===== config.mk =====
export PLATFORM = sky130hd
export DESIGN_NAME = inst_cache
export DESIGN_NICKNAME = d
export VERILOG_FILES = /design/src/rtl/inst_cache.sv
export SDC_FILE = /design/constraint.sdc
export NUM_CORES = 2
export LEC_CHECK = 0
export CAP_MARGIN = 20
export CELL_PAD_IN_SITES_DETAIL_PLACEMENT = 1
export CELL_PAD_IN_SITES_GLOBAL_PLACEMENT = 2
export CORE_ASPECT_RATIO = 0.8
export CORE_MARGIN = 4
export CORE_UTILIZATION = 40
export CTS_CLUSTER_SIZE = 40
export DETAILED_ROUTE_END_ITERATION = 8
export MAX_ROUTING_LAYER = met4
export PLACE_DENSITY_LB_ADDON = 0.1
export SYNTH_ARGS = -nofsm -noshare
export SYNTH_HDL_FRONTEND = slang
export SYNTH_SLANG_ARGS = --single-unit
export TNS_END_PERCENT = 50

===== constraint.sdc =====
create_clock -name clk_in -period 10.7 [get_ports clk_in]
set_input_delay 2.14 -clock clk_in [delete_from_list [all_inputs] [get_ports clk_in]]
set_output_delay 2.14 -clock clk_in [all_outputs]
set_load 0.03 [all_outputs]

===== src/rtl/inst_cache.sv =====
// Direct-mapped, one-word-per-line instruction cache between fetch and the
// memory controller decoder port; a miss issues one read and fills the line.
module inst_cache #(
    parameter int INDEX_WIDTH = 6
) (
    input  logic        clk_in,
    input  logic        rst_in,
    input  logic        rdy_in,
    input  logic        flush,
    input  logic        fetch_en,
    input  logic [31:0] fetch_pc,
    output logic        fetch_rdy,
    output logic [31:0] fetch_inst,
    output logic        mem_en,
    output logic [31:0] mem_addr,
    input  logic        mem_rdy,
    input  logic [31:0] mem_data
);

    localparam int LINES = 1 << INDEX_WIDTH;
    localparam int TAG_W = 30 - INDEX_WIDTH;

    typedef enum logic [1:0] {
        IDLE,
        MISS,
        RESP
    } state_t;

    state_t                   r_state;
    state_t                   w_state_nx;
    logic [LINES-1:0]         r_valid;
    logic [TAG_W-1:0]         r_tag  [LINES];
    logic [31:0]              r_data [LINES];
    logic                     r_fetch_rdy;
    logic [31:0]              r_fetch_inst;
    logic                     r_mem_en;
    logic [31:0]              r_mem_addr;

    logic                     w_fetch_rdy_nx;
    logic [31:0]              w_fetch_inst_nx;
    logic                     w_mem_en_nx;
    logic [31:0]              w_mem_addr_nx;
    logic                     w_fill;
    logic [INDEX_WIDTH-1:0]   w_index;
    logic [TAG_W-1:0]         w_tag;
    logic                     w_hit;

    assign w_index = fetch_pc[INDEX_WIDTH+1:2];
    assign w_tag   = fetch_pc[31:INDEX_WIDTH+2];
    assign w_hit   = r_valid[w_index] && (r_tag[w_index] == w_tag);

    always_comb begin
        w_state_nx      = r_state;
        w_fetch_rdy_nx  = r_fetch_rdy;
        w_fetch_inst_nx = r_fetch_inst;
        w_mem_en_nx     = r_mem_en;
        w_mem_addr_nx   = r_mem_addr;
        w_fill          = 1'b0;
        if (rdy_in) begin
            // Flush wins over a coincident mem_rdy: no fill, no response.
            if (flush) begin
                w_state_nx     = IDLE;
                w_fetch_rdy_nx = 1'b0;
                w_mem_en_nx    = 1'b0;
            end else begin
                case (r_state)
                    IDLE: begin
                        if (fetch_en) begin
                            if (w_hit) begin
                                w_fetch_rdy_nx  = 1'b1;
                                w_fetch_inst_nx = r_data[w_index];
                                w_state_nx      = RESP;
                            end else begin
                                w_mem_en_nx   = 1'b1;
                                w_mem_addr_nx = fetch_pc;
                                w_state_nx    = MISS;
                            end
                        end
                    end
                    MISS: begin
                        if (mem_rdy) begin
                            w_fill          = 1'b1;
                            w_fetch_rdy_nx  = 1'b1;
                            w_fetch_inst_nx = mem_data;
                            w_mem_en_nx     = 1'b0;
                            w_state_nx      = RESP;
                        end
                    end
                    RESP: begin
                        w_fetch_rdy_nx = 1'b0;
                        w_state_nx     = IDLE;
                    end
                    default: begin
                        w_state_nx     = IDLE;
                        w_fetch_rdy_nx = 1'b0;
                        w_mem_en_nx    = 1'b0;
                    end
                endcase
            end
        end
    end

    always_ff @(posedge clk_in or posedge rst_in) begin
        if (rst_in) begin
            r_state      <= IDLE;
            r_valid      <= '0;
            r_fetch_rdy  <= 1'b0;
            r_fetch_inst <= '0;
            r_mem_en     <= 1'b0;
            r_mem_addr   <= '0;
        end else begin
            r_state      <= w_state_nx;
            r_fetch_rdy  <= w_fetch_rdy_nx;
            r_fetch_inst <= w_fetch_inst_nx;
            r_mem_en     <= w_mem_en_nx;
            r_mem_addr   <= w_mem_addr_nx;
            if (w_fill) begin
                r_valid[w_index] <= 1'b1;
            end
        end
    end

    // Tag/data arrays are not reset; valid bits alone gate their use.
    always_ff @(posedge clk_in) begin
        if (w_fill) begin
            r_tag[w_index]  <= w_tag;
            r_data[w_index] <= mem_data;
        end
    end

    assign fetch_rdy  = r_fetch_rdy;
    assign fetch_inst = r_fetch_inst;
    assign mem_en     = r_mem_en;
    assign mem_addr   = r_mem_addr;

endmodule


# --- Word-level counts from Yosys, hierarchy flattened ---
# Memories as Yosys holds them, arrays and structs flattened.
# Cells that the tools add are included.
word_totals:
  out_inout_bits: 66
  ff_bits: 132
  mem_bits_rw: 3584
  n_memories: 2
  wordCells: 62
classes:
  eq_ne: 11
  n_reduce_logical: 9
  bitwise_logic: 3
  n_lt_le_gt_ge: 2
  n_mux: 29
mem_list:
  columns: ["memory", "words", "word_bits", "rd", "rd_clocked_by_memory_dff", "wr", "line_no", "text"]
  rows:
  - ["r_data", 64, 32, 1, 0, 1, "33", "logic [31:0] r_data [LINES];"]
  - ["r_tag", 64, 24, 1, 0, 1, "32", "logic [TAG_W-1:0] r_tag [LINES];"]
op_table:
  columns: ["operator", "n"]
  rows:
  - ["$mux 32", 3]
  - ["$or 64x64->64", 1]
  - ["$pmux 32 s2", 1]
  - ["$eq 24x24->1", 1]
  - ["$mux 1", 16]
  - ["$ne 3x3->1 const B", 4]
  - ["$reduce_and 5->1", 2]
  - ["$mux 2", 4]
  - ["$ne 2x2->1 const B", 4]
  - ["$lt 6x7->1 const B", 1]
  - ["$bmux 1 s6", 1]
  - ["$demux 1 s6", 1]
  - ["$ge 6x1->1 const B", 1]
  - ["$reduce_and 6->1", 1]
  - ["$pmux 2 s2", 1]
  - ["$reduce_and 4->1", 1]
  - ["$pmux 1 s3", 1]
  - ["$reduce_and 3->1", 1]
  - ["$eq 2x1->1 const B", 1]
  - ["$eq 2x2->1 const B", 1]
  - ["$logic_and 1x1->1", 2]
  - ["$logic_not 2->1", 1]
  - ["$not 1->1", 2]
  - ["$pmux 1 s2", 1]
  - ["$reduce_bool 2->1", 1]

# --- Longest topological paths before layout ---
depth:
  ltp_word: 7
  depth_mapped: 21

# --- Worst setup path before layout ---
# Ideal clock, no wire load.
synth_timing:
  path_type: "input port to flip-flop"
  from: "input port fetch_pc[4]"
  to: "memory r_data[44][0] (enable)"
  arrival_ps: 7099
  n_path_buf: 13
  setup_slack_ps: 3130
  setup_time_ps: 471
  t_required_ps: 10229
  path_stages: 15
  path_cell_list: "buf_6 > buf_6 > buf_4 > buf_4 > buf_4 > buf_4 > buf_4 > buf_4 > buf_2 > buf_2 > buf_4 > buf_2 > buf_2 > nand2_1 > nor2_1"
synth_lines:
  columns: ["element", "line_no", "text"]
  rows:
  - ["start: declaration", "11", "input logic [31:0] fetch_pc,"]
  - ["end: declaration", "33", null]
# Straight into the memory's write port.

# --- Worst setup path after layout ---
layout_timing:
  from: "input port fetch_pc[2]"
  to: "register r_mem_addr[28], in the netlist mem_addr[28]"
layout_via:
  elab_chain_cells: 5
layout_lines:
  columns: ["element", "line_no", "text"]
  rows:
  - ["$mem_v2 64x24 / $bmux 1 s6 (equally long branches)", null, null]
  - ["$eq 24x24->1 / $mux 1 (equally long branches)", "50", "assign w_hit = r_valid[w_index] && (r_tag[w_index] == w_tag);"]
  - ["$logic_and 1x1->1 (*)", "50", null]
  - ["$not 1->1 (no line) (*)", null, null]
  - ["$reduce_and 5->1 (no line) (*)", null, null]
  - ["end signal: assignment", "116", "r_mem_addr <= w_mem_addr_nx;"]
  - ["end: declaration", "37", "logic [31:0] r_mem_addr;"]
# Every way passes the cells marked *; elsewhere a longest branch is shown, timed or not. The select of a mux whose other input is x is not followed.
# A chain may end at the register's enable or synchronous reset.

==> results.json <==
{
  "placed_area_mm2": 0.151,
  "fin_setup_tns_ps": 0,
  "cp.arrival_ps": 8580,
  "max_freq_mhz": 129,
  "max_slew_margin_pct": 14.4,
  "die_x_um": 675,
  "crit_fanout": 78,
  "synthesis.nets": 7625,
  "fin_crit_ps": 7750,
  "endpoint_kind": "flip-flop",
  "die_area_mm2": 0.365,
  "timing.final.ws_setup_ps": 2950,
  "ys_seq_area_share_pct": 77.9,
  "pre_cts_ws_ps": 2010,
  "p_leak_nw": 52.0,
  "drt_iter0_markers": 15200,
  "antenna_found_initial": 63,
  "clkLatencyLatePin_ps": 990,
  "cts_hold_buf": 0,
  "run_status": "completed",
  "gr-total-overflow": 0,
  "total_power_mw": 31.4,
  "setup_viol": 0,
  "rsz0062_at_grt": "no",
  "start_util_pct": 40.3,
  "clk_pin_slew_ps": 60,
  "timing.critical_path.mode_cell": "buf_4",
  "crit_chain": "buf_8, buf_12, buf_4, mux4_2, mux2i_1, o22ai_1, a211oi_1, xnor2_1, a2111o_1, or2_2, buf_4, o211a_4, buf_4, mux2_2",
  "core_area_mm2": 0.354,
  "cts-resized-gates": 0,
  "grt_max_degree": 97,
  "die_h_um": 542,
  "hold_slack_ps": 465,
  "num_vias": 86800,
  "clock-sinks": 3716,
  "firstDrtPassIters": 6,
  "syn_area_mm2": 0.142,
  "cellPowerDensity_mw_per_mm2": 193,
  "syn2layout_area_growth_pct": 14.5,
  "filler_cell_count": 32600,
  "fin_util_pct": 46.1,
  "critPathLaunchType": "input port",
  "max_cap_viol_count": 0,
  "syn_area_per_cell_um2": 18.8,
  "yosys_warnings": 0,
  "fin_cells": 13000,
  "slew_viol_final": 0,
  "gp_congestion": 0.814,
  "cp_top_family": "buffers and inverters",
  "tightest_slew_ps": 1280,
  "io_pins": 136,
  "cts_made_buffers": 385,
  "path_class": "in2reg",
  "final-hold-violation-count": 0,
  "drive_gt1_share_pct": 19.8,
  "syn_inst": 7555,
  "cts_root_buffer": "clkbuf_16",
  "post_cts_buffers": 0,
  "fin_crit_sh_pct": 72.4,
  "wl_per_cell_um": 45.8,
  "critical_path_required_ps": 11540,
  "postRouteWirelength_um": 596000,
  "viasPerCell": 6.67,
  "slowest_delay_ps": 780,
  "synth-edff-count": 3584,
  "cp.buffers_inverters": 5,
  "fin_skew_ps": 39.9,
  "ys_seq_elements": 3716,
  "row_count": 195,
  "grt_usage_pct": 33.0,
  "ir_worst_vdd_mv": 0.168,
  "multi_input_area_mm2": 0.0294,
  "async_flop_share_pct": 3.55,
  "grt_pass1_vias": 83600,
  "ys_types": 90,
  "synthFlopType": "edfxtp_1",
  "clockBufferDepth": 4,
  "hold_class": "reg2reg",
  "drc": 0,
  "numPortBuffers": 135,
  "r2r_setup_slack_ps": 5220,
  "grt_pass1_wl_um": 789000,
  "place_inst": 12300,
  "register_area_mm2": 0.111,
  "dp_hpwl_um": 320000,
  "cts_max_level": 5,
  "finalInstanceArea_mm2": 0.163,
  "ant_nets": 0,
  "critPathSlowestCell": "buf_4",
  "cts_tree": "yes",
  "nets": 8021
}
-- routing by layer --
layer	track usage, %	wire length (µm)
met1	48.6	256000
met2	48.5	267000
met3	4.82	56800
met4	8.12	16700
met5	-	0
-- logic make-up after synthesis --
kind of cell / Yosys count / synth area share (%)
xor gates and xnor gates: 12 / 0.0739
buffers and inverters: 522 / 1.89
muxes: 849 / 8.66
AOI/OAI and AO/OA: 1626 / 8.55
DFF: 3716 / 77.9
and+or+nand+nor: 830 / 2.89
-- state kept, by name, summed over array words and instances, names as in the netlist --
register / flops
fetch_rdy: 1
r_data: 2048
r_valid: 64
r_tag: 1536
mem_en: 1
r_state: 2
mem_addr: 32
fetch_inst: 32
-- power breakdown --
part,internal (mW),switching (mW),total (mW)
combinational,0.624,1.47,2.09
sequential,16.0,0.0598,16.1
clock,7.47,5.82,13.3
-- cell usage after synthesis, types with 62 or more instances --
cell / number / area, µm²
a221oi_1: 305 / 2670
o22ai_1: 112 / 701
mux4_2: 278 / 6260
a22o_1: 106 / 928
a21oi_1: 159 / 796
or2_2: 70 / 438
buf_2: 113 / 566
mux2_2: 161 / 1810
dfrtp_1: 132 / 3300
nand2_1: 206 / 773
mux2i_1: 380 / 3800
clkbuf_1: 248 / 931
a31oi_1: 62 / 388
nor2_1: 230 / 863
o21ai_0: 166 / 831
nand3_1: 82 / 410
edfxtp_1: 3584 / 108000
a22oi_1: 400 / 3000
-- final cells by class --
type / count / share of cell area [%]
multi-input cells: 3317 / 18.0
repair buffers: 515 / 2.77
clock buffers: 476 / 6.22
inverters: 16 / 0.0507
diodes: 18 / 0.0276
flip-flops and latches: 3716 / 68.0
well taps: 4728 / 3.63
clock inverters: 224 / 1.21
-- cells in the final DEF (no fill, tap or decap), types with 71 or more instances in the layout --
| master | synthesis | layout |
|---|---|---|
| a22o_1 | 106 | 106 |
| nand2_1 | 206 | 203 |
| mux2i_1 | 380 | 380 |
| clkbuf_1 | 248 | 83 |
| nand3_1 | 82 | 80 |
| mux2_2 | 161 | 161 |
| mux4_2 | 278 | 278 |
| a21oi_1 | 159 | 159 |
| clkdlybuf4s50_1 | 0 | 73 |
| a221oi_1 | 305 | 305 |
| or2_2 | 70 | 71 |
| o21ai_0 | 166 | 163 |
| buf_4 | 48 | 338 |
| nor2_1 | 230 | 159 |
| clkinv_1 | 2 | 101 |
| dfrtp_1 | 132 | 132 |
| clkbuf_16 | 0 | 392 |
| edfxtp_1 | 3584 | 3584 |
| o22ai_1 | 112 | 112 |
| a22oi_1 | 400 | 400 |
-- final timing paths --
kind                         startpoint       endpoint  depth (start not counted)
setup reg to reg           r_tag[21][1]    mem_addr[0]                         10
max in group asynchronous        rst_in  fetch_inst[3]                          3
hold reg to reg             r_valid[50]    r_valid[50]                          1
min in group asynchronous        rst_in    r_valid[54]                          2
hold / removal              r_valid[50]    r_valid[50]                          1
setup / recovery            fetch_pc[2]   mem_addr[28]                         14
(Power assumes the default switching activity.)
